`src/rtl/out_port_fifo_if.sv`:
```
// Bundles the CPU capture side and peripheral drain side of out_port_fifo.
// master drives CPU/peripheral inputs (bench or glue); slave is the FIFO itself.
interface out_port_fifo_if #(
  parameter int unsigned DATA_W = 4,
  parameter int unsigned ADDR_W = 3
);
  logic [DATA_W-1:0] cpu_data;
  logic              cpu_out_en;
  logic              clear;
  logic [DATA_W-1:0] per_data;
  logic              per_valid;
  logic              per_ready;
  logic              full;
  logic              empty;
  logic              overflow;
  logic [ADDR_W:0]   count;

  modport master (
    output cpu_data, cpu_out_en, clear, per_ready,
    input  per_data, per_valid, full, empty, overflow, count
  );

  modport slave (
    input  cpu_data, cpu_out_en, clear, per_ready,
    output per_data, per_valid, full, empty, overflow, count
  );
endinterface

```
`src/rtl/out_port_fifo.sv`:
```
// OUT A capture FIFO: one word per rising edge of cpu_out_en, drained over valid/ready.
// Optional OUTPORT_DEDUP_EN suppresses a capture equal to the last accepted word.
module out_port_fifo #(
  parameter int unsigned DATA_W = 4,
  parameter int unsigned DEPTH  = 8,
  parameter int unsigned ADDR_W = 3
) (
  input logic            osc_clock,
  input logic            reset,
  out_port_fifo_if.slave bus
);

  localparam logic [ADDR_W:0] FullCount = (ADDR_W + 1)'(DEPTH);

  logic [DATA_W-1:0] mem_q [DEPTH];
  logic [ADDR_W-1:0] wr_ptr_q, wr_ptr_d;
  logic [ADDR_W-1:0] rd_ptr_q, rd_ptr_d;
  logic [ADDR_W:0]   count_q, count_d;
  logic              overflow_q, overflow_d;
  logic              en_prev_q;
  logic              full, empty, wr_req, pop, dup, wr_acc, mem_we;

  assign full   = (count_q == FullCount);
  assign empty  = (count_q == '0);
  assign wr_req = bus.cpu_out_en & ~en_prev_q;
  assign pop    = ~empty & bus.per_ready;
  // A simultaneous pop frees the head slot, so a full FIFO can still accept.
  assign wr_acc = wr_req & ~dup & (~full | pop);
  assign mem_we = wr_acc & ~bus.clear;

`ifdef OUTPORT_DEDUP_EN
  logic [DATA_W-1:0] last_word_q, last_word_d;
  logic              last_ok_q, last_ok_d;

  assign dup = last_ok_q & (bus.cpu_data == last_word_q);

  always_comb begin
    last_word_d = last_word_q;
    last_ok_d   = last_ok_q;
    if (bus.clear) begin
      last_ok_d = 1'b0;
    end else if (mem_we) begin
      last_word_d = bus.cpu_data;
      last_ok_d   = 1'b1;
    end
  end

  always_ff @(posedge osc_clock or negedge reset) begin
    if (!reset) begin
      last_word_q <= '0;
      last_ok_q   <= 1'b0;
    end else begin
      last_word_q <= last_word_d;
      last_ok_q   <= last_ok_d;
    end
  end
`else
  assign dup = 1'b0;
`endif

  always_comb begin
    wr_ptr_d   = wr_ptr_q;
    rd_ptr_d   = rd_ptr_q;
    count_d    = count_q;
    overflow_d = overflow_q;
    if (bus.clear) begin
      wr_ptr_d   = '0;
      rd_ptr_d   = '0;
      count_d    = '0;
      overflow_d = 1'b0;
    end else begin
      if (wr_acc) wr_ptr_d = wr_ptr_q + 1'b1;
      if (pop)    rd_ptr_d = rd_ptr_q + 1'b1;
      unique case ({wr_acc, pop})
        2'b10:   count_d = count_q + 1'b1;
        2'b01:   count_d = count_q - 1'b1;
        default: count_d = count_q;
      endcase
      if (wr_req & ~dup & full & ~pop) overflow_d = 1'b1;
    end
  end

  // en_prev resets high so a level already present at reset release is not a capture.
  always_ff @(posedge osc_clock or negedge reset) begin
    if (!reset) begin
      wr_ptr_q   <= '0;
      rd_ptr_q   <= '0;
      count_q    <= '0;
      overflow_q <= 1'b0;
      en_prev_q  <= 1'b1;
    end else begin
      wr_ptr_q   <= wr_ptr_d;
      rd_ptr_q   <= rd_ptr_d;
      count_q    <= count_d;
      overflow_q <= overflow_d;
      en_prev_q  <= bus.cpu_out_en;
    end
  end

  always_ff @(posedge osc_clock) begin
    if (mem_we) mem_q[wr_ptr_q] <= bus.cpu_data;
  end

  assign bus.per_valid = ~empty;
  assign bus.per_data  = empty ? '0 : mem_q[rd_ptr_q];
  assign bus.full      = full;
  assign bus.empty     = empty;
  assign bus.overflow  = overflow_q;
  assign bus.count     = count_q;

endmodule

```
`src/flat_wrapper.sv`:
```
// flat-port wrapper written by rule: the top's interface ports become plain ports
module out_port_fifo_flat 
#(
  parameter int unsigned DATA_W = 4,
  parameter int unsigned DEPTH  = 8,
  parameter int unsigned ADDR_W = 3
)
  (osc_clock, reset, bus_cpu_data, bus_cpu_out_en, bus_clear, bus_per_ready, bus_per_data, bus_per_valid, bus_full, bus_empty, bus_overflow, bus_count);
  out_port_fifo_if #(.DATA_W(DATA_W), .ADDR_W(ADDR_W)) bus_i ();
  input logic osc_clock;
  input logic reset;
  input wire logic [$bits(bus_i.cpu_data)-1:0] bus_cpu_data;
  input wire logic [$bits(bus_i.cpu_out_en)-1:0] bus_cpu_out_en;
  input wire logic [$bits(bus_i.clear)-1:0] bus_clear;
  input wire logic [$bits(bus_i.per_ready)-1:0] bus_per_ready;
  output wire logic [$bits(bus_i.per_data)-1:0] bus_per_data;
  output wire logic [$bits(bus_i.per_valid)-1:0] bus_per_valid;
  output wire logic [$bits(bus_i.full)-1:0] bus_full;
  output wire logic [$bits(bus_i.empty)-1:0] bus_empty;
  output wire logic [$bits(bus_i.overflow)-1:0] bus_overflow;
  output wire logic [$bits(bus_i.count)-1:0] bus_count;
  assign bus_i.cpu_data = bus_cpu_data;
  assign bus_i.cpu_out_en = bus_cpu_out_en;
  assign bus_i.clear = bus_clear;
  assign bus_i.per_ready = bus_per_ready;
  assign bus_per_data = bus_i.per_data;
  assign bus_per_valid = bus_i.per_valid;
  assign bus_full = bus_i.full;
  assign bus_empty = bus_i.empty;
  assign bus_overflow = bus_i.overflow;
  assign bus_count = bus_i.count;
  out_port_fifo #(.DATA_W(DATA_W), .DEPTH(DEPTH), .ADDR_W(ADDR_W)) u_core (.osc_clock(osc_clock), .reset(reset), .bus(bus_i));
endmodule
```
`config.mk`:
```
export PLATFORM = sky130hd
export DESIGN_NAME = out_port_fifo_flat
export DESIGN_NICKNAME = d
export VERILOG_FILES = /design/src/rtl/out_port_fifo_if.sv /design/src/rtl/out_port_fifo.sv /design/src/flat_wrapper.sv
export SDC_FILE = /design/constraint.sdc
export NUM_CORES = 1
export LEC_CHECK = 0
export CAP_MARGIN = 20
export CORE_MARGIN = 2
export CORE_UTILIZATION = 50
export CTS_BUF_LIST = sky130_fd_sc_hd__clkbuf_16
export DETAILED_ROUTE_END_ITERATION = 16
export GPL_TIMING_DRIVEN = 0
export HOLD_SLACK_MARGIN = 0.12
export PLACE_DENSITY = 0.72
export SYNTH_ARGS = -nofsm -noshare
export SYNTH_HDL_FRONTEND = slang
export SYNTH_SLANG_ARGS = --single-unit
```
`constraint.sdc`:
```
create_clock -name osc_clock -period 2.9 [get_ports osc_clock]
set_input_delay 0.58 -clock osc_clock [delete_from_list [all_inputs] [get_ports osc_clock]]
set_output_delay 0.58 -clock osc_clock [all_outputs]
set_load 0.01 [all_outputs]
```
==> results.cfg <==
[run_status]
outcome = complete, no violations

[logic_synthesis]
syn-num-nets = 142
syn_area_sq_um = 1956
synth-edff-count = 32
synthCells = 129
yosys.area_share.simple_pct = 10.75
ys.flop_type = edfxtp_1
synth.ff_latch_count = 44
synth_warnings = 0
syn_avg_cell_area_sq_um = 15.16
yosysUniqueCellTypes = 31
synthMuxAreaShare_pct = 12.80
synth_area_leaders = edfxtp_1 (49%), dfrtp_1 (14%), mux4_2 (9.2%)
seq_area_frac_synth_pct = 64.56
synthAdderAreaFrac_pct = 2.559
synth_top_family_by_area = multiplexers
synth_top_cell_by_area = edfxtp_1
synth_xor_area_share_pct = 3.583
synth-compound-area-share_pct = 3.775
async_flop_share_pct = 27.27
synth_top_area_share_pct = 49.14

[sta]
worst_pin_slew_ns = 0.6824
slew_headroom_pct = 54.16
finalCritPeriodShare_pct = 96.52
rsz0062_at_grt = false
hold_violations = 0
clock_skew_ns = 0.002961
hold_ws_ns = 0.4965
drv_slew = 0
fmax_mhz = 357.3
timing.final.crit_period_ns = 2.799
setup_viol = 0

[power_and_ir_drop]
power.density_nw_per_um2 = 903.4
switching_share_pct = 28.50
p_clk_share_pct = 28.5
power_leakage_nw = 0.8709
combPwrFrac_pct = 36.0
seqPwrFrac_pct = 35.5
p_sw_mw = 0.6144
internal_power_mw = 1.541
ir_drop_mv = 0.4946

[clock_tree]
h-tree-depth = 2
cts.sinks = 44
cts_buffer_depth = 2
cts_tree = built
path_clk_slew_ns = 0.06
cts_root_buffer = clkbuf_16
clkLatencyLatePin_ns = 0.28
numCtsBuffers = 5

[critical_path]
r2r-start = u_core.bus.count[1]
cp_max_fo = 9
cp.buffers_inverters = 3
crit_required_ns = 2.32
end_kind = output pin
reg2reg_to = u_core.bus.count[3]
critPathLaunchType = flip-flop
startpoint = u_core.bus.count[1]
cp_slowest_cell = or4_2
endpoint = bus_empty
worstPathCellList = buf_6, or4_2, inv_2, clkdlybuf4s50_1
critPathKind = flip-flop to output pin
arrival_ns = 2.22
r2r_cells = 8
path_depth = 4
critical-path-max-stage-delay_ns = 0.75
rrSetupSlack_ns = 0.62
crit_family = buffers and inverters

[placed_design]
dp.cells = 197
io_buffers = 20
place_congestion = 0.7593
dp_hpwl_um = 2410

[global_routing]
grt_max_degree = 15
grt_pass1_vias = 1116
antenna_found_initial = 0
grt_pass1_wl_um = 5554
grt.overflow.total = 0
grt.total_usage_pct = 18.12

[layout]
nFillCells = 292
final_cell_count_no_fill = 205
nets = 169
final_common_cell = edfxtp_1
drive_gt1_share_pct = 16.56
syn2layout_area_growth_pct = 22.01
fin_util_pct = 64.21
insertedDiodeCount = 0
final_cell_mix = edfxtp_1 (32), nor2_1 (24), clkdlybuf4s50_1 (20)

[die]
rows = 22
ios = 21
core-area_sq_um = 3716
die_w_um = 66.54
initial_core_util_pct = 52.63
fp.dieArea_sq_um = 4428
die_y_um = 66.54

[route]
drt_wl_total_um = 3286
detail_route.vias_per_cell = 5.293
drtIter0Drc = 52
drc = 0
dr.pass1.iters = 4
vias = 1085
wl_per_cell_um = 16.03
ant_nets = 0

[job]
drv_cap = 0

[min_path]
holdCritPathClass = flip-flop to flip-flop
power by group through the flow:
stage	clock (mW)	sequential [mW]	combinational, mW
after floorplan	0	0.780	0.471
after global placement	0	0.775	0.758
after detailed placement	0	0.778	0.772
after CTS	0.625	0.766	0.781
after global routing	0.656	0.773	0.855
final	0.614	0.766	0.775
cells in the mapped netlist, drive strengths merged, types with 2 or more instances:
cell,number
mux4,8
nand2,3
nor2b,2
nand2b,3
mux2i,7
nand3,3
nor3,3
edfxtp,32
xnor2,2
nor2,25
xor2,6
a31oi,2
clkbuf,3
ha,4
inv,3
dfrtp,11
buf,2
timing repair:
item | 4_1_cts | 5_1_grt
buffers inserted | 0 | 0
gates resized for setup | 0 | 2
endpoints found under the setup margin | 0 | 4
hold buffers | 0 | 0
area by class of cell:
type | count | area, sq um | share of cell area, %
Clock buffer | 5 | 125.1 | 5.244
Tap cell | 48 | 60.06 | 2.517
Sequential cell | 44 | 1262 | 52.91
Multi-Input combinational cell | 77 | 654.4 | 27.43
Inverter | 3 | 11.26 | 0.4719
Clock inverter | 3 | 42.54 | 1.783
Buffer | 5 | 30.03 | 1.259
Timing Repair Buffer | 20 | 200.2 | 8.390
metal layers:
layer	routed length [um]	GRT usage (%)	vias to the layer above	part of all wire (%)
li1	-	-	532	-
met1	1512	25.55	532	46
met2	1604	27.25	16	49
met3	126	5.068	5	3.8
met4	43	6.122	0	1.3
met5	0	0	-	0
flip-flops by register name (all words and copies together) (netlist names):
| signal | cells |
|---|---|
| u_core.bus.count | 4 |
| u_core.rd_ptr_q | 3 |
| u_core.mem_q | 32 |
| u_core.bus.overflow | 1 |
| u_core.wr_ptr_q | 3 |
| u_core.en_prev_q | 1 |
worst min path at each step:
stage / cells after the start / slack [ns] / endpoint / from
floorplan: 0 / 0.28 / u_core.bus.count[0] / reset
global placement: 2 / 0.48 / u_core.bus.overflow / u_core.bus.overflow
detailed placement: 2 / 0.49 / u_core.bus.overflow / u_core.bus.overflow
CTS: 2 / 0.51 / u_core.bus.overflow / u_core.bus.overflow
global route: 2 / 0.53 / u_core.bus.overflow / u_core.bus.overflow
finish: 2 / 0.50 / u_core.bus.overflow / u_core.bus.overflow
cells by family (layout without fill, tap and decap cells):
| logic type | after synthesis | after routing |
|---|---|---|
| DFF | 44 | 44 |
| and+or+nand+nor | 42 | 42 |
| muxes | 15 | 15 |
| AOI/OAI and AO/OA | 8 | 8 |
| xor gates and xnor gates | 8 | 8 |
| buffers and inverters | 8 | 36 |
| adders and majority gates | 4 | 4 |
through the flow:
| stage | area (sq um) | setup WS, ns | power [mW] | TNS, ns |
|---|---|---|---|---|
| 2_1_floorplan | 1956 | 0.7427 | 1.252 | 0 |
| 3_3_place_gp | 2216 | -0.02738 | 1.533 | -0.1089 |
| 3_5_place_dp | 2216 | -0.03803 | 1.550 | -0.1516 |
| 4_1_cts | 2384 | 0.03699 | 2.172 | 0 |
| 5_1_grt | 2386 | 0.02026 | 2.284 | 0 |
| 6_report | 2386 | 0.1009 | 2.156 | 0 |
worst reg2reg max path: stages (launching register included):
cell and delay, ns:
dfrtp_1 0.38, buf_6 0.14, o41ai_2 0.50, nor2_2 0.15, ha_1 0.35, a31oi_1 0.18, a2bb2oi_1 0.21, xor2_1 0.17
nor2_1 0.06
Note: power is estimated with default switching activity, not from simulation.
